==> src/rtl/tsu_ns_gen_if.sv <==
// -----------------------------------------------------------------------------
// tsu_ns_gen_if
// Single-item MVB-style timestamp stream carrying the integer-ns time from
// tsu_ns_gen to the TSU input of the network module.
//
// Signals:
//   TS_NS       timestamp, integer ns (TS_WIDTH bits)
//   TS_VLD      item valid (MVB VLD[0])
//   TS_SRC_RDY  stream valid
//   TS_DST_RDY  consumer ready
//
// Modports:
//   master  timestamp producer (drives TS_NS/TS_VLD/TS_SRC_RDY)
//   slave   timestamp consumer (drives TS_DST_RDY)
// -----------------------------------------------------------------------------
interface tsu_ns_gen_if #(
  parameter int TS_WIDTH = 64
);

  logic [TS_WIDTH-1:0] TS_NS;
  logic                TS_VLD;
  logic                TS_SRC_RDY;
  logic                TS_DST_RDY;

  modport master (
    output TS_NS,
    output TS_VLD,
    output TS_SRC_RDY,
    input  TS_DST_RDY
  );

  modport slave (
    input  TS_NS,
    input  TS_VLD,
    input  TS_SRC_RDY,
    output TS_DST_RDY
  );

endinterface

==> src/rtl/tsu_ns_gen.sv <==
// -----------------------------------------------------------------------------
// tsu_ns_gen
// Free-running nanosecond timestamp generator for the network module's TSU.
// A fixed-point accumulator {int ns, frac ns} advances by a runtime
// configurable increment every clock. The time can be loaded absolutely or
// nudged by a one-shot signed offset. The integer part is presented as a
// single-item MVB-style stream that holds stable under backpressure and
// always resumes with the current time (stale values are dropped).
//
// Ports:
//   CLK           timestamp clock
//   RESET_N       asynchronous active-low reset
//   CFG_INC       new increment, fixed point ns/cycle (INC_INT.FRAC)
//   CFG_INC_WR    pulse: latch CFG_INC (used from the next cycle on)
//   CFG_LOAD_VAL  absolute time, integer ns
//   CFG_LOAD      pulse: load counter, clear fraction, enter RUN
//   CFG_ADJ       signed ns offset
//   CFG_ADJ_WR    pulse: apply CFG_ADJ once (ignored when CFG_LOAD is high)
//   ts            timestamp stream (tsu_ns_gen_if.master)
//   SYNCED        high in RUN state
//
// Build option:
//   TSU_NS_GEN_AUTO_START_EN  when defined, the block enters RUN on the first
//                             clock after reset release with time starting
//                             at 0; CFG_LOAD then acts as a reload.
// -----------------------------------------------------------------------------
module tsu_ns_gen #(
  parameter int TS_WIDTH      = 64,
  parameter int FRAC_WIDTH    = 32,
  parameter int INC_INT_WIDTH = 8,
  parameter logic [INC_INT_WIDTH+FRAC_WIDTH-1:0] INC_DEFAULT =
    (INC_INT_WIDTH+FRAC_WIDTH)'(5) << FRAC_WIDTH,
  parameter int ADJ_WIDTH     = 32
) (
  input  logic                              CLK,
  input  logic                              RESET_N,
  input  logic [INC_INT_WIDTH+FRAC_WIDTH-1:0] CFG_INC,
  input  logic                              CFG_INC_WR,
  input  logic [TS_WIDTH-1:0]               CFG_LOAD_VAL,
  input  logic                              CFG_LOAD,
  input  logic [ADJ_WIDTH-1:0]              CFG_ADJ,
  input  logic                              CFG_ADJ_WR,
  tsu_ns_gen_if.master                      ts,
  output logic                              SYNCED
);

  localparam int ACC_W = TS_WIDTH + FRAC_WIDTH;
  localparam int INC_W = INC_INT_WIDTH + FRAC_WIDTH;

  typedef enum logic {
    ST_UNSYNC = 1'b0,
    ST_RUN    = 1'b1
  } state_t;

  state_t              state_q, state_d;
  logic [ACC_W-1:0]    acc_q, acc_d;
  logic [INC_W-1:0]    inc_q, inc_d;
  logic [TS_WIDTH-1:0] ts_ns_q, ts_ns_d;
  logic                vld_q, vld_d;

  logic [ACC_W-1:0]    inc_ext;
  logic [ACC_W-1:0]    adj_ext;
  logic [ACC_W-1:0]    step;
  logic                upd;

  // Increment is unsigned; the adjustment is sign-extended to the full
  // accumulator and shifted onto the integer-ns boundary.
  assign inc_ext = ACC_W'(inc_q);
  assign adj_ext = ACC_W'($signed(CFG_ADJ)) << FRAC_WIDTH;

  // ---------------------------------------------------------------------------
  // FSM: UNSYNC until the first load, then RUN until reset.
  // ---------------------------------------------------------------------------
  always_ff @(posedge CLK or negedge RESET_N) begin
    if (!RESET_N) begin
      state_q <= ST_UNSYNC;
    end else begin
      state_q <= state_d;
    end
  end

  always_comb begin
    state_d = state_q;
    case (state_q)
      ST_UNSYNC: begin
`ifdef TSU_NS_GEN_AUTO_START_EN
        state_d = ST_RUN;
`else
        if (CFG_LOAD) begin
          state_d = ST_RUN;
        end
`endif
      end
      ST_RUN:  state_d = ST_RUN;
      default: state_d = ST_UNSYNC;
    endcase
  end

  assign SYNCED = (state_q == ST_RUN);

  // ---------------------------------------------------------------------------
  // Accumulator / increment next-state. Load beats adjust; the increment
  // register written this cycle only takes effect from the next cycle, so the
  // sum always uses inc_q.
  // ---------------------------------------------------------------------------
  always_comb begin
    step = inc_ext;
    if (CFG_ADJ_WR) begin
      step = inc_ext + adj_ext;
    end
`ifdef TSU_NS_GEN_AUTO_START_EN
    // The single UNSYNC cycle after reset holds time at 0 so that the first
    // valid item carries exactly 0.
    if (state_q == ST_UNSYNC) begin
      step = '0;
    end
`endif
    if (CFG_LOAD) begin
      acc_d = {CFG_LOAD_VAL, {FRAC_WIDTH{1'b0}}};
    end else begin
      acc_d = acc_q + step;
    end
    inc_d = CFG_INC_WR ? CFG_INC : inc_q;
  end

  // ---------------------------------------------------------------------------
  // Output register. Updates whenever nothing valid is pending or the
  // consumer is ready; it samples acc_d so the output matches the accumulator
  // value committed at the same edge (a load shows up exactly on the next
  // cycle). The counter itself never stalls.
  // ---------------------------------------------------------------------------
  assign upd = !vld_q || ts.TS_DST_RDY;

  always_comb begin
    ts_ns_d = ts_ns_q;
    vld_d   = vld_q;
    if (upd) begin
      ts_ns_d = acc_d[ACC_W-1:FRAC_WIDTH];
      vld_d   = (state_d == ST_RUN);
    end
  end

  always_ff @(posedge CLK or negedge RESET_N) begin
    if (!RESET_N) begin
      acc_q   <= '0;
      inc_q   <= INC_DEFAULT;
      ts_ns_q <= '0;
      vld_q   <= 1'b0;
    end else begin
      acc_q   <= acc_d;
      inc_q   <= inc_d;
      ts_ns_q <= ts_ns_d;
      vld_q   <= vld_d;
    end
  end

  assign ts.TS_NS      = ts_ns_q;
  assign ts.TS_VLD     = vld_q;
  assign ts.TS_SRC_RDY = vld_q;

endmodule

==> src/flat_wrapper.sv <==
// flat-port wrapper written by rule: the top's interface ports become plain ports
module tsu_ns_gen_flat 
#(
  parameter int TS_WIDTH      = 64,
  parameter int FRAC_WIDTH    = 32,
  parameter int INC_INT_WIDTH = 8,
  parameter logic [INC_INT_WIDTH+FRAC_WIDTH-1:0] INC_DEFAULT =
    (INC_INT_WIDTH+FRAC_WIDTH)'(5) << FRAC_WIDTH,
  parameter int ADJ_WIDTH     = 32
)
  (CLK, RESET_N, CFG_INC, CFG_INC_WR, CFG_LOAD_VAL, CFG_LOAD, CFG_ADJ, CFG_ADJ_WR, SYNCED, ts_TS_NS, ts_TS_VLD, ts_TS_SRC_RDY, ts_TS_DST_RDY);
  tsu_ns_gen_if #(.TS_WIDTH(TS_WIDTH)) ts_i ();
  input  logic CLK;
  input  logic RESET_N;
  input  logic [INC_INT_WIDTH+FRAC_WIDTH-1:0] CFG_INC;
  input  logic CFG_INC_WR;
  input  logic [TS_WIDTH-1:0] CFG_LOAD_VAL;
  input  logic CFG_LOAD;
  input  logic [ADJ_WIDTH-1:0] CFG_ADJ;
  input  logic CFG_ADJ_WR;
  output logic SYNCED;
  output wire logic [$bits(ts_i.TS_NS)-1:0] ts_TS_NS;
  output wire logic [$bits(ts_i.TS_VLD)-1:0] ts_TS_VLD;
  output wire logic [$bits(ts_i.TS_SRC_RDY)-1:0] ts_TS_SRC_RDY;
  input wire logic [$bits(ts_i.TS_DST_RDY)-1:0] ts_TS_DST_RDY;
  assign ts_TS_NS = ts_i.TS_NS;
  assign ts_TS_VLD = ts_i.TS_VLD;
  assign ts_TS_SRC_RDY = ts_i.TS_SRC_RDY;
  assign ts_i.TS_DST_RDY = ts_TS_DST_RDY;
  tsu_ns_gen #(.TS_WIDTH(TS_WIDTH), .FRAC_WIDTH(FRAC_WIDTH), .INC_INT_WIDTH(INC_INT_WIDTH), .INC_DEFAULT(INC_DEFAULT), .ADJ_WIDTH(ADJ_WIDTH)) u_core (.CLK(CLK), .RESET_N(RESET_N), .CFG_INC(CFG_INC), .CFG_INC_WR(CFG_INC_WR), .CFG_LOAD_VAL(CFG_LOAD_VAL), .CFG_LOAD(CFG_LOAD), .CFG_ADJ(CFG_ADJ), .CFG_ADJ_WR(CFG_ADJ_WR), .ts(ts_i), .SYNCED(SYNCED));
endmodule
==> config.mk <==
export PLATFORM = sky130hd
export DESIGN_NAME = tsu_ns_gen_flat
export DESIGN_NICKNAME = d
export VERILOG_FILES = /design/src/rtl/tsu_ns_gen_if.sv /design/src/rtl/tsu_ns_gen.sv /design/src/flat_wrapper.sv
export SDC_FILE = /design/constraint.sdc
export NUM_CORES = 1
export LEC_CHECK = 0
export CAP_MARGIN = 20
export CORE_UTILIZATION = 25
export DETAILED_ROUTE_END_ITERATION = 12
export SKIP_CTS_REPAIR_TIMING = 1
export SKIP_LAST_GASP = 1
export SLEW_MARGIN = 20
export SYNTH_ARGS = -nofsm -noshare
export SYNTH_HDL_FRONTEND = slang
export SYNTH_SLANG_ARGS = --single-unit
==> constraint.sdc <==
create_clock -name CLK -period 8.4 [get_ports CLK]
set_input_delay 1.26 -clock CLK [delete_from_list [all_inputs] [get_ports CLK]]
set_output_delay 1.26 -clock CLK [all_outputs]
set_load 0.01 [all_outputs]
==> out/results.txt, run 1 <==
outcome: completed
worst reg-to-reg setup slack: 1.85 ns
synth warn: 0
Flop pwr share: 26.9%
Util after Layout: 31.9%
vias: 13113
Die Area: 58200 sq um
Max VDD drop: 146 uV
register area share after synthesis: 35.3%
antenna-violating nets left: 0
clock power share: 22.9%
layout cells sized above 1: 9.21%
DRT Pass-1 Iters: 5
final instance area: 18000 sq um
routability cong.: 0.966
routed len/inst: 19.4 um
total power: 5.20 mW
first-pass GRT wire length: 77400 um
Core Area: 56500 sq um
Cells after Synth: 1667
Setup WS pre-CTS: 0.439 ns
Post-DP Area: 17100 sq um
vias in the first global route: 13288
CTS tree: yes
Post-Layout Cell Count: 2602
ranking of synthesized cells by area: dfrtp_1 35%, ha_1 9.0%, mux2_2 6.1%
Die W: 241 um
Slowest-stage cell, CP: o21ai_1
max_cap viols: 0
Cell Area, Synth: 14300 sq um
largest net degree at the start of global routing: 81
fmax: 139 MHz
total track usage: 17.2%
asr flop ratio synth: 100%
DR DRC count: 0
Crit Path Max Fanout: 31
EDFF count, synth: 0
Die Ht: 241 um
WP data required: 8.82 ns
Setup violations, final: 0
power per cell area: 289 nW/um^2
Max stage delay on crit path: 0.53 ns
syn nets: 1914
commonest non-fill, non-tap cells in the layout: 205 x clkdlybuf4s50_1, 202 x nor2_1, 200 x dfrtp_1
Clock Latency Late Sink: 0.56 ns
io pins: 209
RSZ-0062 raised after global routing: no
Initial Util: 25.3%
Worst Skew: 0.0175 ns
Hold WC Path Type: flip-flop to flip-flop
Yosys top cell area share: 35.0%
area leader, netlist: dfrtp_1
P_leak: 7.47 nW
post-DP HPWL: 39100 um
fin crit share: 85.6%
Sw Pwr: 2.19 mW
Top FF cell, synth: dfrtp_1
drt via density: 5.04
synthesized area per cell: 8.59 sq um
htree depth: 1
root buffer cell: clkbuf_16
P&R area growth vs syn: 25.8%
# clock sinks: 202
critical path type: input port to flip-flop
# fillers: 5883
Critical Path Source Type: input port
Power Internal: 3.01 mW
Comb pwr share: 50.2%
Setup TNS: 0 ns
Layout Nets: 2073
n_diodes: 0
Yosys reg bits: 202
port bufs: 208
Cell Rows: 87
pin slew with the least headroom to its limit: 1.00 ns
Congestion Overflow GR: 0
Final Critical Period: 7.19 ns
Clock Pin Slew Worst Setup and Hold Paths: 0.06 ns
slew margin rel.: 33.2%
Crit. End Element: flip-flop
Final Max Tran Viols: 0
most common cell after layout, fill and taps aside: clkdlybuf4s50_1
final WL: 50600 um
initial DRC count: 962
most used cell, CP: o21ai_0
Fin. Hold Viols: 0
post-synthesis cell type count: 70
placed cell count: 2553
Num CTS Buffers: 27
CP arrival: 7.61 ns
Worst Slack Setup Final: 1.21 ns
Sw Share: 42.1%
CTS Buffer Depth: 3
Fin Hold WS: 0.489 ns
antenna violations before repair: 3
==> registers in the layout, summed over array words and instances, names as in the netlist <==
register / cells
u_core.SYNCED: 1
u_core.acc_q: 96
u_core.inc_q: 40
u_core.ts.TS_NS: 64
u_core.ts.TS_SRC_RDY: 1
==> synthesized netlist by cell type (all sizes together), types with 3 or more instances <==
cell and instances:
o21bai 25, inv 38, ha 103, nor2b 12, o21a 19, xor2 45
and2 6, a21boi 10, and3 6, xnor2 65, a21o 46, o41ai 3
nor3 35, o21ai 137, a221o 5, buf 8, a31o 3, a221oi 7
nor2 202, o221ai 5, nand3 21, a31oi 20, or3 24, nand4 41
a21oi 139, o31ai 16, nand2b 12, clkbuf 82, dfrtp 200, mux2i 3
o211ai 8, mux2 80, nor4 13, and4 5, nand2 183, a211oi 17
==> power groups by stage <==
stage | clock network [mW] | logic (mW) | registers [mW]
after CTS | 1.23 | 2.61 | 1.40
after detailed placement | 0 | 2.59 | 1.41
after floorplan | 0 | 1.69 | 1.41
after global routing | 1.27 | 2.87 | 1.43
final | 1.19 | 2.61 | 1.40
after global placement | 0 | 2.59 | 1.41
==> layer usage <==
metal	part of all wire (%)	routed length [um]	up-vias	track usage, %
met5	0.073	37	-	0
met4	2.0	1020	6	4.43
met3	6.7	3380	65	3.12
met2	45	22600	375	27.8
met1	47	23500	6362	23.5
li1	-	-	6305	-
==> layout make-up <==
class | count | area [sq um] | area share (%)
Clock buffer | 33 | 738 | 4.10
Clock inverter | 16 | 168 | 0.931
Tap cell | 756 | 946 | 5.25
Sequential cell | 202 | 5060 | 28.1
Multi-Input combinational cell | 1337 | 8780 | 48.8
Timing Repair Buffer | 220 | 2170 | 12.1
Inverter | 38 | 143 | 0.792
==> worst max-delay path: cells and delay by family <==
family / cells / cell delay [ns]
AOI/OAI and AO/OA: 11 / 2.85
and+or+nand+nor: 7 / 1.56
buffers and inverters: 3 / 0.89
adders and majority gates: 3 / 0.78
xor gates and xnor gates: 1 / 0.22
==> kinds of logic (layout without fill, tap and decap cells) <==
family / after synthesis / count (layout) / share of synthesized area, %
compound gates: 474 / 474 / 20.9
xor+xnor: 110 / 110 / 6.73
fa+ha+maj: 105 / 105 / 9.28
buf+inv: 128 / 307 / 3.44
flops: 202 / 202 / 35.3
mux: 83 / 83 / 6.50
simple gates: 565 / 565 / 17.8
==> path summary, 6_finish.rpt <==
check / end / startpoint / depth (start not counted)
hold / removal: u_core.ts.TS_NS[52] / u_core.ts.TS_NS[52] / 1
setup reg to reg: u_core.ts.TS_NS[35] / u_core.inc_q[32] / 23
max in group asynchronous: u_core.acc_q[56] / RESET_N / 2
hold reg to reg: u_core.ts.TS_NS[52] / u_core.ts.TS_NS[52] / 1
setup / recovery: u_core.acc_q[83] / CFG_ADJ[0] / 25
min in group asynchronous: u_core.inc_q[12] / RESET_N / 1
(Power assumes the default switching activity.)
==> run 2, diff against run 1 <==
--- a/config.mk
+++ b/config.mk
@@ -6,6 +6,7 @@
 export NUM_CORES = 1
 export LEC_CHECK = 0
 export CAP_MARGIN = 20
+export CORE_MARGIN = 2
 export CORE_UTILIZATION = 25
 export DETAILED_ROUTE_END_ITERATION = 12
 export SKIP_CTS_REPAIR_TIMING = 1
==> out/results.txt, run 2 (synthesis results as in run 1) <==
most used cell, CP: o21ai_0
layout cells sized above 1: 9.30% (+0.088 points)
Worst Slack Setup Final: 1.41 ns (+0.200 ns)
total track usage: 17.2% (-0.033 points)
Worst Skew: 0.0108 ns (-0.00664 ns)
Final Critical Period: 6.99 ns (-0.200 ns)
Crit Path Max Fanout: 8 (-74%)
CP top delay family: compound AO/OA/AOI/OAI gates
outcome: completed
Crit. End Element: flip-flop
Clock Pin Slew Worst Setup and Hold Paths: 0.06 ns (about the same)
Max VDD drop: 150 uV (+3.1%)
P_leak: 7.54 nW (+0.89%)
slew margin rel.: 31.0% (-2.2 points)
largest net degree at the start of global routing: 82 (+1.2%)
reg2reg end: u_core.ts.TS_NS[47]
Die W: 243 um (+0.83%)
fin crit share: 83.3% (-2.4 points)
# clock sinks: 202 (unchanged)
Worst Hold End: u_core.SYNCED
most common cell after layout, fill and taps aside: clkdlybuf4s50_1
Setup violations, final: 0 (unchanged)
n_diodes: 0 (unchanged)
Die Area: 59200 sq um (+1.7%)
drt via density: 5.06 (+0.41%)
critical path type: input port to flip-flop
io pins: 209 (unchanged)
R2R depth: 26 (+13%)
Largest Register: u_core.acc_q
DR DRC count: 0 (unchanged)
CTS tree: yes
Max stage delay on crit path: 0.51 ns (-0.02 ns)
number of buffer and inverter stages on the critical path: 3 (unchanged)
commonest non-fill, non-tap cells in the layout: 205 x clkdlybuf4s50_1, 202 x nor2_1, 200 x dfrtp_1
Fin. Hold Viols: 0 (unchanged)
total power: 5.34 mW (+2.7%)
DRT Pass-1 Iters: 5 (unchanged)
Cell Rows: 87 (unchanged)
CTS Buffer Depth: 3 (unchanged)
antenna violations before repair: 3 (unchanged)
Initial Util: 25.3% (unchanged)
Final Max Tran Viols: 0 (unchanged)
CP arrival: 7.42 ns (-0.19 ns)
initial DRC count: 1050 (+9.1%)
pin slew with the least headroom to its limit: 1.03 ns (+0.0349 ns)
fmax: 143 MHz (+2.9%)
root buffer cell: clkbuf_16
worst reg-to-reg setup slack: 2.05 ns (+0.20 ns)
P&R area growth vs syn: 26.8%
Setup TNS: 0 ns (unchanged)
# fillers: 5931 (+0.82%)
WHS Path Cells: 1 (unchanged)
max reg flops: 96 (unchanged)
Layout Nets: 2077 (+0.19%)
antenna-violating nets left: 0 (unchanged)
max_cap viols: 0 (unchanged)
worst r2r src: u_core.inc_q[32]
vias in the first global route: 13369 (+0.61%)
Setup WS pre-CTS: 0.734 ns (+0.295 ns)
htree depth: 1 (unchanged)
RSZ-0062 raised after global routing: no
Core Area: 56500 sq um (unchanged)
final WL: 51800 um (+2.5%)
Slowest-stage cell, CP: o2111ai_1
Util after Layout: 32.1% (+0.25 points)
vias: 13187 (+0.56%)
Num CTS Buffers: 26 (-3.7%)
routed len/inst: 19.9 um (+2.3%)
port bufs: 208 (unchanged)
Congestion Overflow GR: 0 (unchanged)
first-pass GRT wire length: 80000 um (+3.3%)
routability cong.: 0.945 (-2.2%)
Critical Path Source Type: input port
post-DP HPWL: 40500 um (+3.5%)
power per cell area: 294 nW/um^2 (+1.9%)
WP data required: 8.83 ns (about the same)
Hold WC Path Type: flip-flop to flip-flop
Fin Hold WS: 0.490 ns (+0.000154 ns)
Hold Startpoint: u_core.SYNCED
Clock Latency Late Sink: 0.55 ns (about the same)
Die Ht: 243 um (+0.83%)
## run 2: changes by cell type in the layout (fill, tap and decap cells not counted), moves of 2 or more
cell,previous run,this run
buf_4,12,17
clkinv_2,3,1
inv_6,4,0
bufinv_16,2,7
clkbuf_1,2,4
## run 2: final cells by class
class / instances / area (sq um) / share of cell area, %
repair buffers: 225 / 2230 / 12.3
clock buffers: 34 / 732 / 4.03
well taps: 756 / 946 / 5.21
flip-flops and latches: 202 / 5060 / 27.9
clock inverters: 14 / 264 / 1.45
inverters: 38 / 143 / 0.786
multi-input cells: 1337 / 8780 / 48.4
## run 2: worst max path at each step
stage	slack (ns)	endpoint	from	cells after the start
floorplan	1.29	u_core.ts.TS_NS[63]	CFG_ADJ[0]	24
global placement	0.67	u_core.acc_q[87]	CFG_ADJ[0]	25
detailed placement	0.73	u_core.ts.TS_NS[47]	CFG_ADJ[0]	27
CTS	1.31	u_core.ts.TS_NS[47]	CFG_ADJ[0]	27
global route	0.85	u_core.acc_q[87]	CFG_ADJ[0]	27
finish	1.41	u_core.ts.TS_NS[47]	CFG_ADJ[0]	27
## run 2: power by group
group / total [mW] / switching (mW) / internal [mW] / leakage (nW)
Sequential: 1.40 / 0.145 / 1.25 / 2.41
Combinational: 2.64 / 1.57 / 1.07 / 4.66
Clock: 1.30 / 0.472 / 0.829 / 0.475
## run 2: per-layer routing
layer  wire (um)  up-vias  GRT usage, %
met3        3110       62          2.86
met1       24000     6401          23.8
li1            -     6300             -
met2       23700      422          28.0
met4        1060        2          3.77
met5          13        -             0
## run 2: per-stage QoR
| step | std cells | cell area, sq um |
|---|---|---|
| finish | 2606 | 18100 |
| CTS | 2605 | 18100 |
| global route | 2606 | 18100 |
| detailed placement | 2557 | 17100 |
| floorplan | 1667 | 14300 |
| global placement | 2557 | 17100 |
==> edit, RTL diff (flow settings as in run 2) <==
Register the input `CFG_INC` before use. The logic sees it one clock later. The other inputs are not delayed to match. Comments in the files are not updated.
--- a/src/rtl/tsu_ns_gen.sv
+++ b/src/rtl/tsu_ns_gen.sv
@@ -51,6 +51,12 @@
     ST_UNSYNC = 1'b0,
     ST_RUN    = 1'b1
   } state_t;
+
+  logic [INC_INT_WIDTH+FRAC_WIDTH-1:0] CFG_INC_q;
+
+  always_ff @(posedge CLK) begin
+    CFG_INC_q <= CFG_INC;
+  end
 
   state_t              state_q, state_d;
   logic [ACC_W-1:0]    acc_q, acc_d;
@@ -120,7 +126,7 @@
     end else begin
       acc_d = acc_q + step;
     end
-    inc_d = CFG_INC_WR ? CFG_INC : inc_q;
+    inc_d = CFG_INC_WR ? CFG_INC_q : inc_q;
   end
 
   // ---------------------------------------------------------------------------
Formal check against the unedited RTL: not equivalent (a bounded check fails within 4 cycles, from zero or initial values and one cycle with RESET_N low).
==> edit against run 2 <==
  * Total power rose by 3.9%
  * Sequential cell count is 40 higher
  * Final area is 3.4% higher
  * Synthesized area is 4.3% higher
  * Worst setup slack worse by 510 ps
  * Wire length fell by 5.5%
  * Largest power group unchanged
  * Clock power increased by 4%
  * Sequential power is 14% higher
==> edit: results (changes against run 2) <==
* Endpoints failing setup at 0 (unchanged)
* Leakage at 7.86 nW (was 7.54 nW)
* Worst-skew pair later-pin latency at 590 ps (was 550 ps)
* Top cell types by occurrence after synthesis: nor2_1 (208), dfrtp_1 (200), nand2_1 (182) (was nor2_1 (202), dfrtp_1 (200), nand2_1 (183))
* Vias in the first global route at 13400 (about the same)
* M2 GR Usage at 25.7% (was 28.0%)
* Max reg flops at 96 (unchanged)
* Synth area leaders: dfrtp_1 (34%), ha_1 (8.6%), mux2_2 (6.1%) (was dfrtp_1 (35%), ha_1 (9.0%), mux2_2 (6.1%))
* Worst-Margin Slew at 1050 ps (was 1030 ps)
* Filler cells at 6204 (was 5931)
* Initial antenna violation count at 1 (was 3)
* First-pass GRT wire length at 76800 µm (was 80000 µm)
* Sequential area share after synthesis at 39.2% (was 35.3%)
* GRT Total Usage at 15.5% (was 17.2%)
* Via density at 4.92 (was 5.06)
* Num CTS Buffers at 30 (was 26)
* Asr flop ratio synth at 83.5% (was 100%)
* Grt met1 use at 20.6% (was 23.8%)
* Met3 usage at 2.89% (was 2.86%)
* Internal at 0.00331 W (was 0.00315 W)
* Largest net degree at the start of global routing at 85 (was 82)
* Final net count at 2095 (was 2077)
* Min-delay src: u_core.CFG_INC_q[33]$_DFF_P_ (was u_core.SYNCED$_DFF_PN0_)
* DR iter-0 viols at 732 (was 1050)
* Fraction of layout cells with a size suffix above 1 at 9.46% (was 9.30%)
* GP Congestion at 0.886 (was 0.945)
* Hold/Removal Path Class: register to register (unchanged)
* Unique masters post-synth at 74 (was 70)
* Clk_skew at 20.4 ps (was 10.8 ps)
* Clk slew on worst S/H paths at 70 ps
* WL final at 49000 µm (was 51800 µm)
* DP HPWL at 37600 µm (was 40500 µm)
* Outcome: finished, final reports clean (unchanged)
* VDD IR max at 0.159 mV (was 0.150 mV)
* Post-Syn Nets at 1927 (was 1914)
edit: path summary, 6_finish.rpt:
kind | to | depth (start not counted) | slack, ps
max in group asynchronous | u_core.inc_q[33]$_DFFE_PN0P_ | 2 | 6320
hold reg to reg | u_core.inc_q[33]$_DFFE_PN0P_ | 2 | 450
hold / removal | u_core.inc_q[33]$_DFFE_PN0P_ | 2 | 450
min in group asynchronous | u_core.ts.TS_NS[44]$_DFFE_PN0P_ | 1 | 700
setup / recovery | u_core.ts.TS_NS[63]$_DFFE_PN0P_ | 25 | 900
setup reg to reg | u_core.ts.TS_NS[63]$_DFFE_PN0P_ | 24 | 1500
edit: power groups by stage:
stage	logic, W	clock network (W)	registers, W
global placement	0.00258	0	0.00162
CTS	0.00260	0.00140	0.00160
detailed placement	0.00258	0	0.00162
global route	0.00288	0.00144	0.00163
floorplan	0.00170	0	0.00161
finish	0.00260	0.00135	0.00160
edit: per-stage QoR:
stage                     area (µm²)  cells  worst slack [ps]  util, %  total power (W)
after global placement         17700   2589               370     30.1          0.00419
after detailed placement       17700   2589               305     30.1          0.00420
after global routing           18800   2646               429     31.8          0.00595
after floorplan                14900   1680              1330        -          0.00331
final                          18800   2646               896     31.8          0.00555
after CTS                      18800   2645               937     31.8          0.00560
edit: logic make-up (layout without fill, tap and decap cells):
| kind of cell | after synthesis | in the layout | share of synthesized area, % |
|---|---|---|---|
| multiplexers | 81 | 81 | 6.11 |
| other | 0 | 1 | 0 |
| buffers and inverters | 125 | 317 | 3.29 |
| flip-flops | 242 | 242 | 39.2 |
| AND/OR/NAND/NOR | 551 | 551 | 16.3 |
| adder cells (fa/ha/maj) | 105 | 105 | 8.90 |
| XOR/XNOR | 114 | 114 | 6.69 |
| AO/OA/AOI/OAI | 462 | 462 | 19.5 |
edit: worst max-delay path, stage by stage:
cell and delay [ps]:
clkdlybuf4s50_1 460, ha_1 170, inv_1 60, fa_1 390
nor2b_1 120, o21ai_0 150, a21boi_0 280, o21ai_0 140
a21boi_0 240, o21ai_0 200, a211oi_1 670, nand4_1 210
xnor2_1 160, and2_1 160, ha_1 440, nand4_1 280
nor3_1 780, nand2_1 130, o221ai_1 220, a41oi_2 160
o21ai_2 490, a21oi_2 130, xnor2_1 150, mux2_2 270
mux2_2 260
edit: routing by layer:
metal | share of wire [%] | vias up
li1 | - | 6290
met1 | 46 | 6312
met2 | 46 | 335
met3 | 5.3 | 71
met4 | 3.0 | 0
met5 | 0 | -
edit: layout make-up:
type                            count  area [µm²]  share of cell area (%)
Tap cell                          773         967                    5.15
Antenna cell                        1        2.50                  0.0133
Clock buffer                       39         825                    4.39
Clock inverter                     17         204                    1.09
Multi-Input combinational cell   1313        8600                    45.8
Sequential cell                   242        5860                    31.2
Timing Repair Buffer              219        2160                    11.5
Inverter                           42         158                   0.840
